===== config.mk =====
export PLATFORM = sky130hd
export DESIGN_NAME = tcam_route_lookup
export DESIGN_NICKNAME = d
export VERILOG_FILES = /design/src/rtl/tcam_route_lookup.sv
export SDC_FILE = /design/constraint.sdc
export NUM_CORES = 1
export LEC_CHECK = 0
export BUFFER_PORTS_ARGS = -buffer_cell sky130_fd_sc_hd__buf_2
export CAP_MARGIN = 0
export CORE_UTILIZATION = 50
export CTS_BUF_LIST = sky130_fd_sc_hd__clkbuf_4
export DETAILED_ROUTE_END_ITERATION = 10
export PLACE_DENSITY = 0.67
export SLEW_MARGIN = 20
export SYNTH_ARGS = -nofsm -noshare
export SYNTH_HDL_FRONTEND = slang
export SYNTH_SLANG_ARGS = --single-unit

===== constraint.sdc =====
create_clock -name clk -period 7.55 [get_ports clk]
set_input_delay 0.755 -clock clk [delete_from_list [all_inputs] [get_ports clk]]
set_output_delay 0.755 -clock clk [all_outputs]
set_load 0.02 [all_outputs]

===== src/rtl/tcam_route_lookup.sv =====
// Behavioural ternary-CAM routing table with a two-stage lookup pipeline.
// S1 registers the per-entry match vector of an accepted key. S2 priority-encodes
// that vector (lowest index wins), fetches dst/wgt and holds the result until
// it is consumed.
// Ports:
//   clk, rst_n            clock, synchronous active-low reset
//   flush                 clear every entry valid bit
//   wr_*                  entry write (addr, valid, key, care mask, dst, weight)
//   lk_valid/ready/key    lookup request handshake
//   res_valid/ready       result handshake
//   res_hit/idx/dst/wgt   lookup result (all zero on miss)
//   hit_cnt, miss_cnt     saturating delivered-result statistics
module tcam_route_lookup #(
    parameter int unsigned KEY_W   = 8,
    parameter int unsigned DST_W   = 4,
    parameter int unsigned WGT_W   = 4,
    parameter int unsigned ENTRIES = 16,
    parameter int unsigned ADDR_W  = $clog2(ENTRIES),
    parameter int unsigned CNT_W   = 16
) (
    input  logic              clk,
    input  logic              rst_n,
    input  logic              flush,
    input  logic              wr_en,
    input  logic [ADDR_W-1:0] wr_addr,
    input  logic              wr_vld,
    input  logic [KEY_W-1:0]  wr_key,
    input  logic [KEY_W-1:0]  wr_mask,
    input  logic [DST_W-1:0]  wr_dst,
    input  logic [WGT_W-1:0]  wr_wgt,
    input  logic              lk_valid,
    output logic              lk_ready,
    input  logic [KEY_W-1:0]  lk_key,
    output logic              res_valid,
    input  logic              res_ready,
    output logic              res_hit,
    output logic [ADDR_W-1:0] res_idx,
    output logic [DST_W-1:0]  res_dst,
    output logic [WGT_W-1:0]  res_wgt,
    output logic [CNT_W-1:0]  hit_cnt,
    output logic [CNT_W-1:0]  miss_cnt
);

    logic [KEY_W-1:0]   key_tbl  [ENTRIES];
    logic [KEY_W-1:0]   mask_tbl [ENTRIES];
    logic [DST_W-1:0]   dst_tbl  [ENTRIES];
    logic [WGT_W-1:0]   wgt_tbl  [ENTRIES];
    logic [ENTRIES-1:0] vld;

    logic               wr_in_range;
    logic [ENTRIES-1:0] match;
    logic               stall;
    logic               s1_valid;
    logic [ENTRIES-1:0] s1_vec;
    logic               enc_hit;
    logic [ADDR_W-1:0]  enc_idx;

    // Extra top bit keeps the compare meaningful when ENTRIES is a power of two.
    assign wr_in_range = ({1'b0, wr_addr} < (ADDR_W+1)'(ENTRIES));

    assign stall    = res_valid && !res_ready;
    assign lk_ready = !stall;

    // Entry payload: no reset, only the valid bits define table state.
    always_ff @(posedge clk) begin
        if (wr_en && wr_in_range) begin
            key_tbl[wr_addr]  <= wr_key;
            mask_tbl[wr_addr] <= wr_mask;
            dst_tbl[wr_addr]  <= wr_dst;
            wgt_tbl[wr_addr]  <= wr_wgt;
        end
    end

    // Valid bits: a write on the flush edge overrides the flush for its own entry.
    always_ff @(posedge clk) begin
        if (!rst_n) begin
            vld <= '0;
        end else begin
            if (flush) begin
                vld <= '0;
            end
            if (wr_en && wr_in_range) begin
                vld[wr_addr] <= wr_vld;
            end
        end
    end

    // Ternary compare against the pre-edge table contents.
    always_comb begin
        match = '0;
        for (int i = 0; i < int'(ENTRIES); i++) begin
            match[i] = vld[i] && (((lk_key ^ key_tbl[i]) & mask_tbl[i]) == '0);
        end
    end

    // S1: match vector of the accepted request.
    always_ff @(posedge clk) begin
        if (!rst_n) begin
            s1_valid <= 1'b0;
            s1_vec   <= '0;
        end else if (!stall) begin
            s1_valid <= lk_valid;
            s1_vec   <= lk_valid ? match : '0;
        end
    end

    // Descending scan so the lowest matching index is the last one assigned.
    always_comb begin
        enc_hit = 1'b0;
        enc_idx = '0;
        for (int i = int'(ENTRIES) - 1; i >= 0; i--) begin
            if (s1_vec[i]) begin
                enc_hit = 1'b1;
                enc_idx = ADDR_W'(i);
            end
        end
    end

    // S2: output register, held while the consumer back-pressures.
    always_ff @(posedge clk) begin
        if (!rst_n) begin
            res_valid <= 1'b0;
            res_hit   <= 1'b0;
            res_idx   <= '0;
            res_dst   <= '0;
            res_wgt   <= '0;
        end else if (!stall) begin
            res_valid <= s1_valid;
            if (s1_valid && enc_hit) begin
                res_hit <= 1'b1;
                res_idx <= enc_idx;
                res_dst <= dst_tbl[enc_idx];
                res_wgt <= wgt_tbl[enc_idx];
            end else begin
                res_hit <= 1'b0;
                res_idx <= '0;
                res_dst <= '0;
                res_wgt <= '0;
            end
        end
    end

    // Saturating statistics on delivered results.
    always_ff @(posedge clk) begin
        if (!rst_n) begin
            hit_cnt  <= '0;
            miss_cnt <= '0;
        end else if (res_valid && res_ready) begin
            if (res_hit) begin
                if (hit_cnt != '1) begin
                    hit_cnt <= hit_cnt + CNT_W'(1);
                end
            end else begin
                if (miss_cnt != '1) begin
                    miss_cnt <= miss_cnt + CNT_W'(1);
                end
            end
        end
    end

endmodule


; ---- Word-level counts from Yosys, hierarchy flattened
; Memories as Yosys holds them, arrays and structs flattened.
; Index checks and enable logic that the tools add are counted.
[totals]
in_bits = 43
n_memories = 4
regBits = 79
mem_bits_rw = 384
out_inout_bits = 47
elab_cells = 138
[memory_table]
columns = memory, depth, width, read_ports, rd_ports_with_merged_regs, write_ports, line_no
row1 = key_tbl, 16, 8, 16, 0, 1, 44  ; logic [KEY_W-1:0] key_tbl [ENTRIES];
row2 = mask_tbl, 16, 8, 16, 0, 1, 45  ; logic [KEY_W-1:0] mask_tbl [ENTRIES];
row3 = dst_tbl, 16, 4, 1, 0, 1, 46  ; logic [DST_W-1:0] dst_tbl [ENTRIES];
row4 = wgt_tbl, 16, 4, 1, 0, 1, 47  ; logic [WGT_W-1:0] wgt_tbl [ENTRIES];
[op_classes]
bitwise = 33
n_reduce_logical = 40
magnitude_cmp = 2
muxes = 45
addsub = 2
eq_ne = 2
[op_table]
columns = cell, n
row1 = $and A8 B8 Y8, 16
row2 = $logic_not A8 Y1, 16
row3 = $xor A8 B8 Y8, 16
row4 = $mux W4, 19
row5 = $mux W16, 4
row6 = $add A16 B1 Y16 const B, 2
row7 = $ne A16 B16 Y1 const B, 2
row8 = $logic_and A1 B1 Y1, 20
row9 = $mux W1, 20
row10 = $bwmux W16, 1
row11 = $reduce_and A3 Y1, 2
row12 = $lt A4 B5 Y1 const B, 1
row13 = $demux W1 S4, 1
row14 = $ge A4 B1 Y1 const B, 1
row15 = $logic_not A1 Y1, 2
row16 = $not A1 Y1, 1

; ---- Logic depth before layout (Yosys ltp)
[depth]
word_depth = 18
ltp_mapped = 10
ltp_nobuf = 8

; ---- Worst setup path before layout
; OpenSTA, ideal clock, no wires.
[synth_timing]
path_kind = input to register
startpoint = input wr_addr[1]
endpoint = register vld[0]
slack_ns = 4.026
path_buffers = 0
required_ns = 7.426
path_stages = 4
arrival_time_ns = 3.399
setup_time_ns = 0.124
cell_sequence = or3b_2 -> nor3_1 -> or3b_2 -> a21boi_0
[synth_between]
elab_chain_cells = 6
elab_cells_between_ends = 7
cone_classes = order compare (2) / mux (4) / reduce/logical (1)
[synth_rtl]
columns = item, line_no
row1 = "start, declared", 25  ; input logic [ADDR_W-1:0] wr_addr,
row2 = $lt A4 B5 Y1 (not written as such) / $ge A4 B1 Y1 (equally long branches), 83  ; vld[wr_addr] <= wr_vld;
row3 = $logic_and A1 B1 Y1 (not written as such), 83
row4 = $mux W1 (not written as such), 83
row5 = $demux W1 S4 *, 83
row6 = $bwmux W16 *, 83
row7 = $mux W16 *, 82  ; if (wr_en && wr_in_range) begin
row8 = "end signal, assigned by index", 83
row9 = "end, declared", 48  ; logic [ENTRIES-1:0] vld;
; Every way passes the cells marked *; elsewhere a longest branch is shown, timed or not.
; A chain may end at the register's enable or synchronous reset.

; ---- Worst setup path after layout
[layout_timing]
startpoint = register s1_vec[2]
endpoint = register res_dst[0]
[layout_between]
elab_chain_cells = 5
elab_cells_between_ends = 9
cone_classes = mux (7) / reduce/logical (1) / memory (1)
[layout_rtl]
columns = item, line_no
row1 = "start, declared", 54  ; logic [ENTRIES-1:0] s1_vec;
row2 = "start signal, assigned", 103  ; s1_vec <= lk_valid ? match : '0;
row3 = $mux W4 / $mux W1 (equally long branches) (3 in series), 112  ; if (s1_vec[i]) begin
row4 = $mem_v2 Z16 W4 / $logic_and A1 B1 Y1 (equally long branches), n/a
row5 = $mux W4 *, 129  ; if (s1_valid && enc_hit) begin
row6 = "end signal, assigned", 132  ; res_dst <= dst_tbl[enc_idx];
row7 = "end, declared", 38  ; output logic [DST_W-1:0] res_dst,
; Marked as above.

==> flow_summary.yaml <==
yosys:
  syn_area_um2: 18000
  syn-num-nets: 1274
  yosysUniqueCellTypes: 55
  seq_area_frac_synth: 0.728
  ys_ff_latch: 463
  synth-edff-count: 384
  async_flop_share: 0
  synth_warnings: 0
  synth_ff_type: "edfxtp_1"
  syn_inst: 1229
  syn_avg_cell_area_um2: 14.7
power_and_ir_drop:
  p_leak_nw: 7.22
  vdd.ir_drop.worst_uv: 159
  powerDensity_nw_per_um2: 250
setup_path:
  worstSetupStartpointType: "register"
  critical-path-top-delay-family: "simple AND/OR/NAND/NOR gates"
  end_kind: "register"
  cp.depth: 7
  crit_chain: "nor2_1 -> nand2_1 -> nor3_4 -> and2_1 -> a31oi_1 -> nand4_1 -> nand3_1"
  path_class: "reg -> reg"
  path_max_fanout: 15
  slowest_delay_ns: 0.74
  path_buf_inv: 0
  crit_arrival_ns: 3.33
  cp.required_ns: 8.23
  cpMaxStageDelayCell: "and2_1"
  r2r_cells: 7
floorplan:
  die_w_um: 192
  core_area_um2: 35500
  initial_core_util: 0.508
  ios: 90
  die_area_um2: 36800
  die_y_um: 192
  row_count: 69
grt:
  busiest_layer: "met2"
  global_route.overflow_total: 0
  antenna_found_initial: 1
  met3_usage: 0.0464
  grt_pass1_vias: 10700
  grt_pass1_wl_um: 62900
  gr-usage-met1: 0.309
  grt_use_total: 0.234
  met2_usage: 0.384
  grt_max_degree: 75
layout:
  drive_above_1_share: 0.224
  fin_cells: 1942
  syn_to_final_growth_pct: 13.9
  finish.net_count: 1439
clocking:
  cts_buffers: 113
  insertion_delay_ns: 0.79
  clk_path_buf_depth: 3
  cts-htree-levels: 3
  hold_buffers: 0
  clock-root-buffer: "clkbuf_4"
  clkSinkCount: 463
  cts_tree: "built"
  ctsResizeCount: 0
  path_clk_slew_ns: 0.07
  cts_setup_buffers: 0
hold_path:
  holdPathStages: 1
  hp-class: "in -> reg"
detailed_routing:
  ant_nets: 0
  firstDrtPassIters: 8
  drc: 0
  num_vias: 10800
  vias_per_cell: 5.54
  routedWlPerCell_um: 21.8
  drt_wl_total_um: 42300
  initialDrtViolationCount: 690
timing:
  fin_crit_ns: 2.65
  clock_skew_ns: 0.0849
  worst_pin_slew_ns: 1.11
  setup_viol: 0
  setup_tns_ns: 0
  fmaxAchievable_ghz: 0.377
  rsz0062_at_grt: "no"
  finalHoldViolCount: 0
  slew_headroom: 0.259
  slew_violations: 0
  fin_crit_sh: 0.351
placed_design:
  hpwlAfterDp_um: 24200
  gp_congestion: 0.797
  placedCellCount: 1740
  portBuffers: 89
run:
  drv_cap: 0
run_status:
  status: "completed"
[cell families (layout without fill, tap and decap cells)]
logic type / Yosys count / in the layout / synth area share
buffers and inverters: 57 / 308 / 0.0147
adder cells (fa/ha/maj): 2 / 2 / 0.00139
AO/OA/AOI/OAI: 158 / 158 / 0.0675
other: 0 / 1 / 0
XOR/XNOR: 154 / 154 / 0.0749
multiplexers: 5 / 5 / 0.00278
flip-flops: 463 / 463 / 0.728
AND/OR/NAND/NOR: 390 / 390 / 0.111
[area by class of cell]
type	count	area, um2
diodes	1	2.50
clock buffers	186	1400
clock inverters	15	125
fillers	2835	15000
inverters	4	15.0
multi-input cells	709	4740
flip-flops and latches	463	13100
well taps	461	577
repair buffers	103	554
[state kept, by name, indices dropped and copies added (netlist names)]
register   cells
res_dst        4
res_wgt        4
vld           16
res_idx        4
miss_cnt      16
s1_valid       1
mask_tbl     128
res_valid      1
s1_vec        16
key_tbl      128
dst_tbl       64
res_hit        1
wgt_tbl       64
hit_cnt       16
[routing by layer]
metal / wire (um) / share of wire
met1: 18100 / 0.43
met5: 0 / 0
met3: 2690 / 0.064
met2: 20600 / 0.49
met4: 832 / 0.020
[power by group]
part | switching, mW | internal [mW] | leakage, nW | total, mW
clock | 0.961 | 1.17 | 0.917 | 2.13
combinational | 0.133 | 0.0499 | 2.20 | 0.183
sequential | 0.0127 | 2.81 | 4.11 | 2.82
[layout by cell type, fill, tap and decap left out, drive strengths merged, types with 17 or more instances in the layout]
master	n
a31oi	17
nor2	27
nor2b	49
edfxtp	384
xnor2	20
and2	30
nand2	155
nand4	18
dfxtp	79
clkbuf	186
a21oi	35
xor2	134
buf	103
nand3	57
[cell usage after synthesis, types with 2 or more instances]
master    instances  area [um2]
a21boi_0         10        75.1
a21o_1            2        15.0
a21oi_1          35         175
a221o_1           7        70.1
a221oi_1         16         140
a222oi_1         16         160
a22o_1           16         140
a22oi_1           6        45.0
a31oi_1          17         106
a32oi_1          16         140
and2_1           29         181
and3_1            5        31.3
and3_2            3        22.5
and3_4            2        22.5
and4_1            4        35.0
buf_1             3        11.3
buf_2            20         100
buf_4             3        22.5
buf_6             2        22.5
clkbuf_1         25        93.8
dfxtp_1          79        1580
edfxtp_1        384       11500
ha_1              2        25.0
inv_1             4        15.0
mux2i_1           5        50.1
nand2_1         155         582
nand2b_1          3        18.8
nand3_1          54         270
nand3_2           3        30.0
nand3b_1          3        22.5
nand4_1          18         113
nor2_1           27         101
nor2b_1          49         307
nor3_1            8        40.0
nor3b_1          14         105
o21ai_0           7        35.0
or3_1             4        25.0
or3b_2            4        35.0
xnor2_1          20         175
xor2_1          134        1170
[metrics by stage]
stage	total power [mW]	utilization	setup slack, ns	area [um2]	hold slack, ns
after floorplan	2.97	-	4.03	18000	0.455
after global placement	3.06	0.535	4.51	19000	0.438
after detailed placement	3.06	0.535	4.55	19000	0.444
after CTS	5.19	0.578	4.84	20500	0.276
after global routing	5.34	0.578	4.71	20500	0.285
final	5.14	0.578	4.90	20500	0.343
[path summary, 6_finish.rpt]
path	from	end	slack, ns
worst max-delay path	s1_vec[2]	res_dst[0]	4.90
worst min register to register	res_dst[0]	res_dst[0]	0.45
worst min-delay path	wr_wgt[3]	wgt_tbl[2][3]	0.34
worst max register to register	s1_vec[2]	res_dst[0]	4.90
[worst register-to-register path, stage by stage, from the launching register on]
cell and delay [ns]:
dfxtp_1 0.49, nor2_1 0.29, nand2_1 0.19, nor3_4 0.37, and2_1 0.74, a31oi_1 0.18, nand4_1 0.18, nand3_1 0.09
Note: power is estimated with default switching activity, not from simulation.
